## src/rtl/mh_pkg.sv

```systemverilog
// Shared types and helpers for the Marr-Hildreth convolution sequencer.
package mh_pkg;

  localparam int MH_WIDTH       = 8;
  localparam int MH_SIZE        = 10;
  localparam int MH_SIZE_KERNEL = 5;

  typedef enum logic [1:0] {
    IDLE  = 2'd0,
    FETCH = 2'd1,
    FLUSH = 2'd2,
    WRITE = 2'd3
  } sched_state_t;

  // Row-major linear address of (row, col) in a square array of the given side.
  function automatic int unsigned mh_addr(input int unsigned row,
                                          input int unsigned col,
                                          input int unsigned side);
    return row * side + col;
  endfunction

  // Counter width able to hold 0..side-1 (never zero bits).
  function automatic int mh_cnt_w(input int side);
    return (side > 1) ? $clog2(side) : 1;
  endfunction

endpackage

```

## src/rtl/mh_grid_cnt.sv

```systemverilog
// Two-dimensional wrap counter: col runs 0..SIDE-1, then row advances; both
// wrap to zero after (SIDE-1, SIDE-1). The next-state values are exported so
// the owner can register outputs that line up with the counter's new value.
module mh_grid_cnt
  import mh_pkg::*;
#(
  parameter int SIDE = 5,
  parameter int W    = 3
) (
  input  logic         clk,
  input  logic         rst,
  input  logic         clr,
  input  logic         inc,
  output logic [W-1:0] row,
  output logic [W-1:0] col,
  output logic [W-1:0] row_nx,
  output logic [W-1:0] col_nx,
  output logic         last
);

  localparam logic [W-1:0] MAX = W'(SIDE - 1);

  assign last = (row == MAX) && (col == MAX);

  // Next position: clear wins over increment; col wraps into a row step.
  always_comb begin
    row_nx = row;
    col_nx = col;
    if (clr) begin
      row_nx = '0;
      col_nx = '0;
    end else if (inc) begin
      if (col == MAX) begin
        col_nx = '0;
        row_nx = (row == MAX) ? '0 : row + 1'b1;
      end else begin
        col_nx = col + 1'b1;
      end
    end
  end

  // Position register.
  always_ff @(posedge clk or negedge rst) begin
    if (!rst) begin
      row <= '0;
      col <= '0;
    end else begin
      row <= row_nx;
      col <= col_nx;
    end
  end

endmodule

```

## src/rtl/mh_conv_sched.sv

```systemverilog
// Sequencer for the Marr-Hildreth 5x5 convolution datapath. Walks every valid
// output pixel, issues one image/kernel BRAM read per tap, drives MAC control
// one cycle behind the reads (BRAM latency) and strobes the result write.
// Optional build macro MH_PERF_CNT_EN adds a perf_cycles run-length counter.
module mh_conv_sched
  import mh_pkg::*;
#(
  parameter int WIDTH       = MH_WIDTH,
  parameter int SIZE        = MH_SIZE,
  parameter int SIZE_KERNEL = MH_SIZE_KERNEL,
  parameter int OUT_SIZE    = SIZE - SIZE_KERNEL + 1,
  parameter int IMG_AW      = $clog2(SIZE * SIZE),
  parameter int KRN_AW      = $clog2(SIZE_KERNEL * SIZE_KERNEL),
  parameter int OUT_AW      = $clog2(OUT_SIZE * OUT_SIZE)
) (
  input  logic              clk,
  input  logic              rst,
  input  logic              start,
  input  logic              stop,
  output logic              ready,
  output logic              done,
  output logic              img_rd_en,
  output logic [IMG_AW-1:0] img_addr,
  output logic              krn_rd_en,
  output logic [KRN_AW-1:0] krn_addr,
  output logic              mac_en,
  output logic              mac_first,
  output logic              out_we,
  output logic [OUT_AW-1:0] out_addr
`ifdef MH_PERF_CNT_EN
  ,
  output logic [31:0]       perf_cycles
`endif
);

  localparam int KW = mh_cnt_w(SIZE_KERNEL);
  localparam int PW = mh_cnt_w(OUT_SIZE);

  // No data flows through here; WIDTH only has to be sane for the datapath.
  if ((SIZE_KERNEL > SIZE) || (WIDTH < 1)) begin : g_param_check
    $error("mh_conv_sched: SIZE_KERNEL must not exceed SIZE and WIDTH must be positive");
  end

  sched_state_t  state, state_nx;
  logic [KW-1:0] kr, kc, kr_nx, kc_nx;
  logic [PW-1:0] orow, ocol, orow_nx, ocol_nx;
  logic          krn_last, pix_last;
  logic          start_acc, abort, tap0, krn_clr, pix_clr;

  assign start_acc = (state == IDLE) && start && !stop;
  assign abort     = (state != IDLE) && stop;
  assign tap0      = (kr == '0) && (kc == '0);
  assign krn_clr   = start_acc || abort || (state == WRITE);
  assign pix_clr   = start_acc || abort;

  mh_grid_cnt #(.SIDE(SIZE_KERNEL), .W(KW)) u_krn_cnt (
    .clk    (clk),
    .rst    (rst),
    .clr    (krn_clr),
    .inc    (state == FETCH),
    .row    (kr),
    .col    (kc),
    .row_nx (kr_nx),
    .col_nx (kc_nx),
    .last   (krn_last)
  );

  mh_grid_cnt #(.SIDE(OUT_SIZE), .W(PW)) u_pix_cnt (
    .clk    (clk),
    .rst    (rst),
    .clr    (pix_clr),
    .inc    (state == WRITE),
    .row    (orow),
    .col    (ocol),
    .row_nx (orow_nx),
    .col_nx (ocol_nx),
    .last   (pix_last)
  );

  // Next state: stop aborts any active state; start+stop together is refused.
  always_comb begin
    state_nx = state;
    case (state)
      IDLE:    if (start_acc) state_nx = FETCH;
      FETCH:   if (stop) state_nx = IDLE;
               else if (krn_last) state_nx = FLUSH;
      FLUSH:   state_nx = stop ? IDLE : WRITE;
      WRITE:   state_nx = (stop || pix_last) ? IDLE : FETCH;
      default: state_nx = IDLE;
    endcase
  end

  // State register.
  always_ff @(posedge clk or negedge rst) begin
    if (!rst) state <= IDLE;
    else      state <= state_nx;
  end

  // Registered outputs. Read/write controls are decoded from the next state and
  // next counter values so they appear in the same cycle as the state they
  // describe. The MAC strobes form the second stage, one cycle behind the reads.
  always_ff @(posedge clk or negedge rst) begin
    if (!rst) begin
      ready     <= 1'b1;
      done      <= 1'b0;
      img_rd_en <= 1'b0;
      krn_rd_en <= 1'b0;
      img_addr  <= '0;
      krn_addr  <= '0;
      mac_en    <= 1'b0;
      mac_first <= 1'b0;
      out_we    <= 1'b0;
      out_addr  <= '0;
    end else begin
      // Stage 0: tap issue towards the BRAMs.
      ready     <= (state_nx == IDLE);
      img_rd_en <= (state_nx == FETCH);
      krn_rd_en <= (state_nx == FETCH);
      if (state_nx == FETCH) begin
        img_addr <= IMG_AW'(mh_addr(32'(orow_nx) + 32'(kr_nx),
                                    32'(ocol_nx) + 32'(kc_nx), SIZE));
        krn_addr <= KRN_AW'(mh_addr(32'(kr_nx), 32'(kc_nx), SIZE_KERNEL));
      end
      // Stage 1: BRAM data valid, accumulate; abort flushes this stage.
      mac_en    <= img_rd_en && !abort;
      mac_first <= img_rd_en && tap0 && !abort;
      // Result write: pixel counters are stable through FLUSH.
      out_we    <= (state_nx == WRITE);
      if (state_nx == WRITE) begin
        out_addr <= OUT_AW'(mh_addr(32'(orow), 32'(ocol), OUT_SIZE));
      end
      done      <= (state == FLUSH) && !stop && pix_last;
    end
  end

`ifdef MH_PERF_CNT_EN
  logic [31:0] run_cnt;

  // Busy-cycle counter; the total is published only when a run completes.
  always_ff @(posedge clk or negedge rst) begin
    if (!rst) begin
      run_cnt     <= '0;
      perf_cycles <= '0;
    end else begin
      if (start_acc)          run_cnt <= '0;
      else if (state != IDLE) run_cnt <= run_cnt + 32'd1;
      if ((state == WRITE) && pix_last) perf_cycles <= run_cnt + 32'd1;
    end
  end
`endif

endmodule

```

## config.mk

```make
export PLATFORM = sky130hd
export DESIGN_NAME = mh_conv_sched
export DESIGN_NICKNAME = d
export VERILOG_FILES = /design/src/rtl/mh_pkg.sv /design/src/rtl/mh_grid_cnt.sv /design/src/rtl/mh_conv_sched.sv
export SDC_FILE = /design/constraint.sdc
export NUM_CORES = 1
export LEC_CHECK = 0
export CAP_MARGIN = 25
export CORE_MARGIN = 2
export CORE_UTILIZATION = 40
export CTS_CLUSTER_SIZE = 24
export DETAILED_ROUTE_END_ITERATION = 16
export MAX_ROUTING_LAYER = met4
export PLACE_DENSITY = 0.69
export SYNTH_ARGS = -nofsm -noshare
export SYNTH_HDL_FRONTEND = slang
export SYNTH_HIERARCHICAL = 1
export SYNTH_SLANG_ARGS = --single-unit
```

## constraint.sdc

```tcl
create_clock -name clk -period 4.7 [get_ports clk]
set_input_delay 0.47 -clock clk [delete_from_list [all_inputs] [get_ports clk]]
set_output_delay 0.47 -clock clk [all_outputs]
set_load 0.02 [all_outputs]
```

==> qor.yml, run 1 <==
global_routing:
  grt_use_met3: 0.0297
  track_usage: 0.157
  gr-usage-met2: 0.251
  antenna_found_initial: 0
  met1_usage: 0.200
  grt_overflow: 0
  grt_pass1_vias: 1702
  grt_max_degree: 39
  grt_pass1_wl_um: 7720
  top_usage_layer: "met2"
die:
  die_h_um: 81.5
  rows: 28
  start_util: 0.410
  dieArea_um2: 6630
  chipWidth_um: 81.5
  core-area_um2: 5850
  ios: 29
placed_design:
  place_ws_ns: 0.191
  numPortBuffers: 28
  gp_congestion: 0.885
  hpwl_um: 3240
final_layout:
  drive_gt1_frac: 0.111
  n_fill_cell: 537
  final_nets: 299
  antenna_cells: 0
  area_delta_synth_final_pct: 18.7
  final_util: 0.487
  multiInputGateArea_um2: 1320
  seq_area_um2: 952
hold_path:
  hold_class: "in2async"
power_and_ir_drop:
  p_per_area_nw_per_um2: 279
  p_switching_mw: 0.235
  p_leak_nw: 1.43
  clkPwrFrac: 0.292
  seq_power_share: 0.476
  power_switching_share: 0.296
  power.internal_mw: 0.559
  pwr-share-comb: 0.232
  ir_drop_uv: 161
sta:
  final.setup.tns_ns: 0
  setup_violations: 0
  worst_slew_pin_slew_ns: 0.921
  finalHoldViolCount: 0
  period_needed_ns: 4.23
  fin_skew_ns: 0.00824
  finalCritPeriodShare: 0.899
  fin_hold_ws_ns: 0.276
  report.final.slew_viol_count: 0
  rsz0062_at_grt: "no"
  setup_ws_ns: 0.473
  clock.fmax_mhz: 237
  maxSlewHeadroom: 0.384
cts:
  cts-root-buf: "clkbuf_8"
  clk_pin_slew_ns: 0.08
  ctsResizeCount: 0
  cts_buffer_depth: 2
  cts_hold_buf: 0
  cts_buffers: 5
  htreeDepth: 2
  cts_setup_buffers: 0
  clock-sinks: 38
  clk_latency_ns: 0.29
  cts_tree: "done"
synthesis:
  ys_ff_latch: 38
  syn-cell-area_um2: 2400
  yosys.area_share.simple: 0.168
  synth_xor_area_frac: 0.0511
  syn-num-nets: 265
  synth_top_family_by_area: "adder cells"
  syn_inst: 226
  synthAdderAreaFrac: 0.208
  ys_types: 45
  syn_avg_cell_area_um2: 10.6
  ys_seq_area_frac: 0.397
  synth_compound_area_frac: 0.0798
  synth_mux_area_frac: 0.0443
  yosys_warnings: 6
routing:
  post-route-drc-count: 0
  first_pass_iters: 4
  antenna_left: 0
  viasPerCell: 5.00
  wirelength_um: 4250
  drt_iter0_markers: 92
  num_vias: 1679
  wl_per_cell_um: 12.6
worst_setup_path:
  cp-start-kind: "input port"
  cp.required_ns: 4.88
  crit_path_max_fanout: 7
  crit_arrival_ns: 4.41
  critPathKind: "in2reg"
  cp-end-kind: "register"
outcome:
  status: "finished clean"
job:
  max_cap_violations: 0
## Yosys cell counts
cell type | count | area, um2
buf_6 | 2 | 22.5
a211oi_1 | 1 | 7.51
o21ai_0 | 11 | 55.1
nand2b_1 | 2 | 12.5
o41ai_1 | 1 | 8.76
nor2b_1 | 4 | 25.0
inv_1 | 20 | 75.1
xnor2_1 | 8 | 70.1
a21oi_2 | 1 | 8.76
a21bo_2 | 1 | 10.0
nand4_1 | 1 | 6.26
inv_2 | 2 | 7.51
or2_2 | 1 | 6.26
a21o_1 | 3 | 22.5
nand3b_1 | 3 | 22.5
nor3b_4 | 1 | 18.8
nor4b_4 | 1 | 23.8
fa_1 | 8 | 160
and2b_1 | 1 | 7.51
and4_1 | 1 | 8.76
nand4b_1 | 1 | 8.76
and3b_2 | 1 | 10.0
a31oi_2 | 1 | 12.5
dfstp_2 | 1 | 26.3
nor3b_1 | 1 | 7.51
a21oi_1 | 10 | 50.1
ha_1 | 27 | 338
a32oi_1 | 1 | 8.76
buf_4 | 2 | 15.0
buf_2 | 1 | 5.00
and3_1 | 3 | 18.8
nand2_1 | 28 | 105
nand3_1 | 2 | 10.0
nor3_1 | 3 | 15.0
dfrtp_1 | 37 | 926
nor2_1 | 10 | 37.5
and2_1 | 3 | 18.8
or4_1 | 1 | 7.51
o211ai_1 | 1 | 7.51
mux2_2 | 5 | 56.3
nor4_1 | 1 | 6.26
nand4b_2 | 1 | 15.0
mux2i_1 | 5 | 50.1
nor3b_2 | 1 | 12.5
xor2_1 | 6 | 52.6
## layout by cell type, fill, tap and decap left out, drive strengths merged, types with 2 or more instances in the layout
cell type      synthesis  routed
dfrtp                 37      37
nand2                 28      28
ha                    27      27
clkdlybuf4s50          0      27
inv                   22      22
o21ai                 11      11
a21oi                 11      11
nor2                  10      10
xnor2                  8       8
fa                     8       8
clkbuf                 0       7
xor2                   6       6
mux2i                  5       5
mux2                   5       5
buf                    5       5
nor2b                  4       4
and2                   3       3
nor3                   3       3
and3                   3       3
a21o                   3       3
nand3b                 3       3
nor3b                  3       3
nand3                  2       2
nand2b                 2       2
nand4b                 2       2
## area by class of cell
cell class                 instances  area share
timing repair buffer              32       0.107
sequential                        38       0.334
clock inverter                     1     0.00176
tap                               75      0.0330
clock buffer                       7      0.0303
multi-input combinational        161       0.464
inverter                          22      0.0290
## power by group through the flow
stage / Clock [mW] / Combinational [mW] / Sequential (mW)
3_3_place_gp: 0 / 0.184 / 0.385
2_1_floorplan: 0 / 0.0779 / 0.411
6_report: 0.232 / 0.184 / 0.378
5_1_grt: 0.252 / 0.208 / 0.382
3_5_place_dp: 0 / 0.184 / 0.385
4_1_cts: 0.242 / 0.187 / 0.379
## registers in the layout, indices dropped and copies added, names as in the netlist
| register | flops |
|---|---|
| krn_addr | 5 |
| out_addr | 6 |
| mac_en | 1 |
| done | 1 |
| out_we | 1 |
| state | 2 |
| mac_first | 1 |
| u_krn_cnt/col | 3 |
| img_addr | 7 |
| krn_rd_en | 1 |
| u_krn_cnt/row | 3 |
| u_pix_cnt/row | 3 |
| ready | 1 |
| u_pix_cnt/col | 3 |
## logic make-up after synthesis
group           count (synthesis)
simple gates                   71
flops                          38
fa+ha+maj                      35
compound gates                 31
buf+inv                        27
xor+xnor                       14
mux                            10
## metrics by stage
step                instance area (um2)  cells  power (mW)
floorplan                          2400    226       0.489
CTS                                2850    336       0.807
finish                             2850    336       0.794
detailed placement                 2760    328       0.569
global placement                   2760    328       0.568
global route                       2850    336       0.842
## per-layer routing
layer | routed length [um] | vias up | part of all wire
met5 | 0 | - | 0
li1 | - | 831 | -
met4 | 53 | 0 | 0.012
met1 | 1990 | 808 | 0.47
met2 | 2080 | 33 | 0.49
met3 | 128 | 7 | 0.030
## worst paths after layout
kind                                         startpoint                          to  slack [ns]  cells past startpoint
worst max-delay path                               stop     img_addr[6]$_DFFE_PN0P_        0.47                     16
worst min-delay path                                rst  u_pix_cnt/row[2]$_DFF_PN0_        0.28                      1
worst max register to register       state[0]$_DFF_PN0_     img_addr[6]$_DFFE_PN0P_        0.52                     14
worst min register to register  krn_addr[2]$_DFFE_PN0P_     krn_addr[2]$_DFFE_PN0P_        0.48                      2
max in group asynchronous                           rst     krn_addr[3]$_DFFE_PN0P_        3.91                      1
min in group clk                krn_addr[2]$_DFFE_PN0P_     krn_addr[2]$_DFFE_PN0P_        0.48                      2
## worst max-delay path: stages
cell	delay (ns)
clkdlybuf4s50_1	0.65
nor4b_4	0.08
nand2b_1	0.18
buf_4	0.17
nand2b_1	0.14
o41ai_1	0.39
ha_1	0.36
a21oi_1	0.23
nand2_1	0.10
ha_1	0.31
ha_1	0.21
fa_1	0.49
and3_1	0.18
a32oi_1	0.21
a211oi_1	0.06
nand3b_1	0.19
(Power assumes the default switching activity.)
==> run 2: changes to the inputs <==
Settings changed: CTS_CLUSTER_DIAMETER set to 150.
==> results of run 2 <==
Same layout as run 1: the final DEF is identical, and so are final timing and power.
==> run 3: changes to the inputs <==
Settings changed: CAP_MARGIN 25 to 20.
==> results of run 3 <==
Same layout as run 1: the final DEF is identical, and so are final timing and power.
==> RTL edit (settings of run 1) <==
Add a define of `MH_PERF_CNT_EN`.
--- a/src/rtl/mh_conv_sched.sv
+++ b/src/rtl/mh_conv_sched.sv
@@ -2,6 +2,8 @@
 // output pixel, issues one image/kernel BRAM read per tap, drives MAC control
 // one cycle behind the reads (BRAM latency) and strobes the result write.
 // Optional build macro MH_PERF_CNT_EN adds a perf_cycles run-length counter.
+`define MH_PERF_CNT_EN
+
 module mh_conv_sched
   import mh_pkg::*;
 #(
Check against the original RTL (old outputs only; new: perf_cycles): equivalent (Yosys induction, for registers that start in step).
==> RTL edit against run 1 <==
  * Synthesized area grew 130%
  * Total power grew 130%
  * Design area is 130% higher
  * Synthesized cell count rose by 150%
  * Sequential power rose by 150%
  * Register-to-register slack better by 140 ps
  * Sequential cell count increased by 64
  * Setup slack gained 180 ps
  * Critical path type is now reg2reg
  * Utilization down 0.72 points
  * Routed wire length grew to 2.7 times the old value
==> RTL edit: results <==
[routing]
first_iter_violations = 171
wl_per_cell_um = 14.2
wirelength_um = 11300

[logic_synthesis]
synth_adder_area_share_pct = 8.82
synth_compound_area_share_pct = 13.7
synthesis.nets = 601
synthMuxAreaShare_pct = 3.33
yosysSeqAreaShare_pct = 45.9
synth_cell_types = 52
ys_top_cells_by_count = "dfrtp_1, o21ai_0, nand2_1"
synth_top_family_by_area = "simple AND/OR/NAND/NOR gates"

[critical_path]
crit_path_max_fanout = 21
critPathSlowestCell = "fa_1"
worstPathArrival_ps = 4310

[pwr]
p_leak_nw = 2.88
power.ir.vdd_worst_uv = 232
p_sw_mw = 0.478

[place]
hpwlAfterDp_um = 7910
gp_congestion = 0.879

[timing]
worst_pin_slew_ps = 968
finClkSkew_ps = 9.90

[global_route]
grt_usage_pct = 16.7
grt_pass1_vias = 4016
grt_max_degree = 64
grt_pass1_wl_um = 19200

[layout]
drive_above_1_share_pct = 8.77
largest_registers = "perf_cycles (32), run_cnt (32), img_addr (7)"
fillers = 1278

[clock_tree]
cts_buffers = 9
worst_skew_pair.late_latency_ps = 360

[outcome]
status = "complete, no violations"
[RTL edit: metrics by stage]
stage | utilization, % | setup WS (ps) | hold WS, ps | instance area, sq um
3_5_place_dp | 45.9 | 369 | 469 | 6300
6_report | 48.0 | 657 | 191 | 6580
2_1_floorplan | - | 448 | 174 | 5560
5_1_grt | 48.0 | 393 | 266 | 6580
3_3_place_gp | 45.9 | 489 | 459 | 6300
4_1_cts | 48.0 | 646 | 223 | 6580
[RTL edit: cell type report]
class,instances,share of cell area [%]
Sequential cell,102,38.8
Tap cell,180,3.42
Clock inverter,6,0.704
Clock buffer,10,3.48
Inverter,27,1.54
Timing Repair Buffer,68,10.0
Multi-Input combinational cell,403,42.0
[RTL edit: worst paths after layout]
kind                                        end       startpoint  cells after the start
min in group clk                perf_cycles[22]  perf_cycles[22]                      2
worst min register to register  perf_cycles[22]  perf_cycles[22]                      2
worst min-delay path                run_cnt[24]              rst                      1
max in group asynchronous       perf_cycles[14]              rst                      2
worst max register to register      img_addr[5]         state[0]                     16
worst max-delay path                img_addr[5]         state[0]                     16
[RTL edit: cell families (layout without fill, tap and decap cells)]
group	count (synthesis)	in the layout
buf+inv	57	111
compound gates	135	135
simple gates	167	167
fa+ha+maj	35	35
mux	17	17
xor+xnor	49	49
flops	102	102
[RTL edit: power groups by stage]
stage                     clock [mW]  sequential [mW]  combinational (mW)
after floorplan                    0            0.963              0.0884
after global placement             0            0.949               0.185
after detailed placement           0            0.950               0.190
after CTS                      0.732            0.934               0.190
after global routing           0.764            0.939               0.207
final                          0.704            0.934               0.188
[RTL edit: layer usage]
layer  global-route usage (%)  wire [um]
met1                     21.4       5240
met4                     5.89        153
met2                     26.3       5490
met3                     3.42        441
met5                        -          0
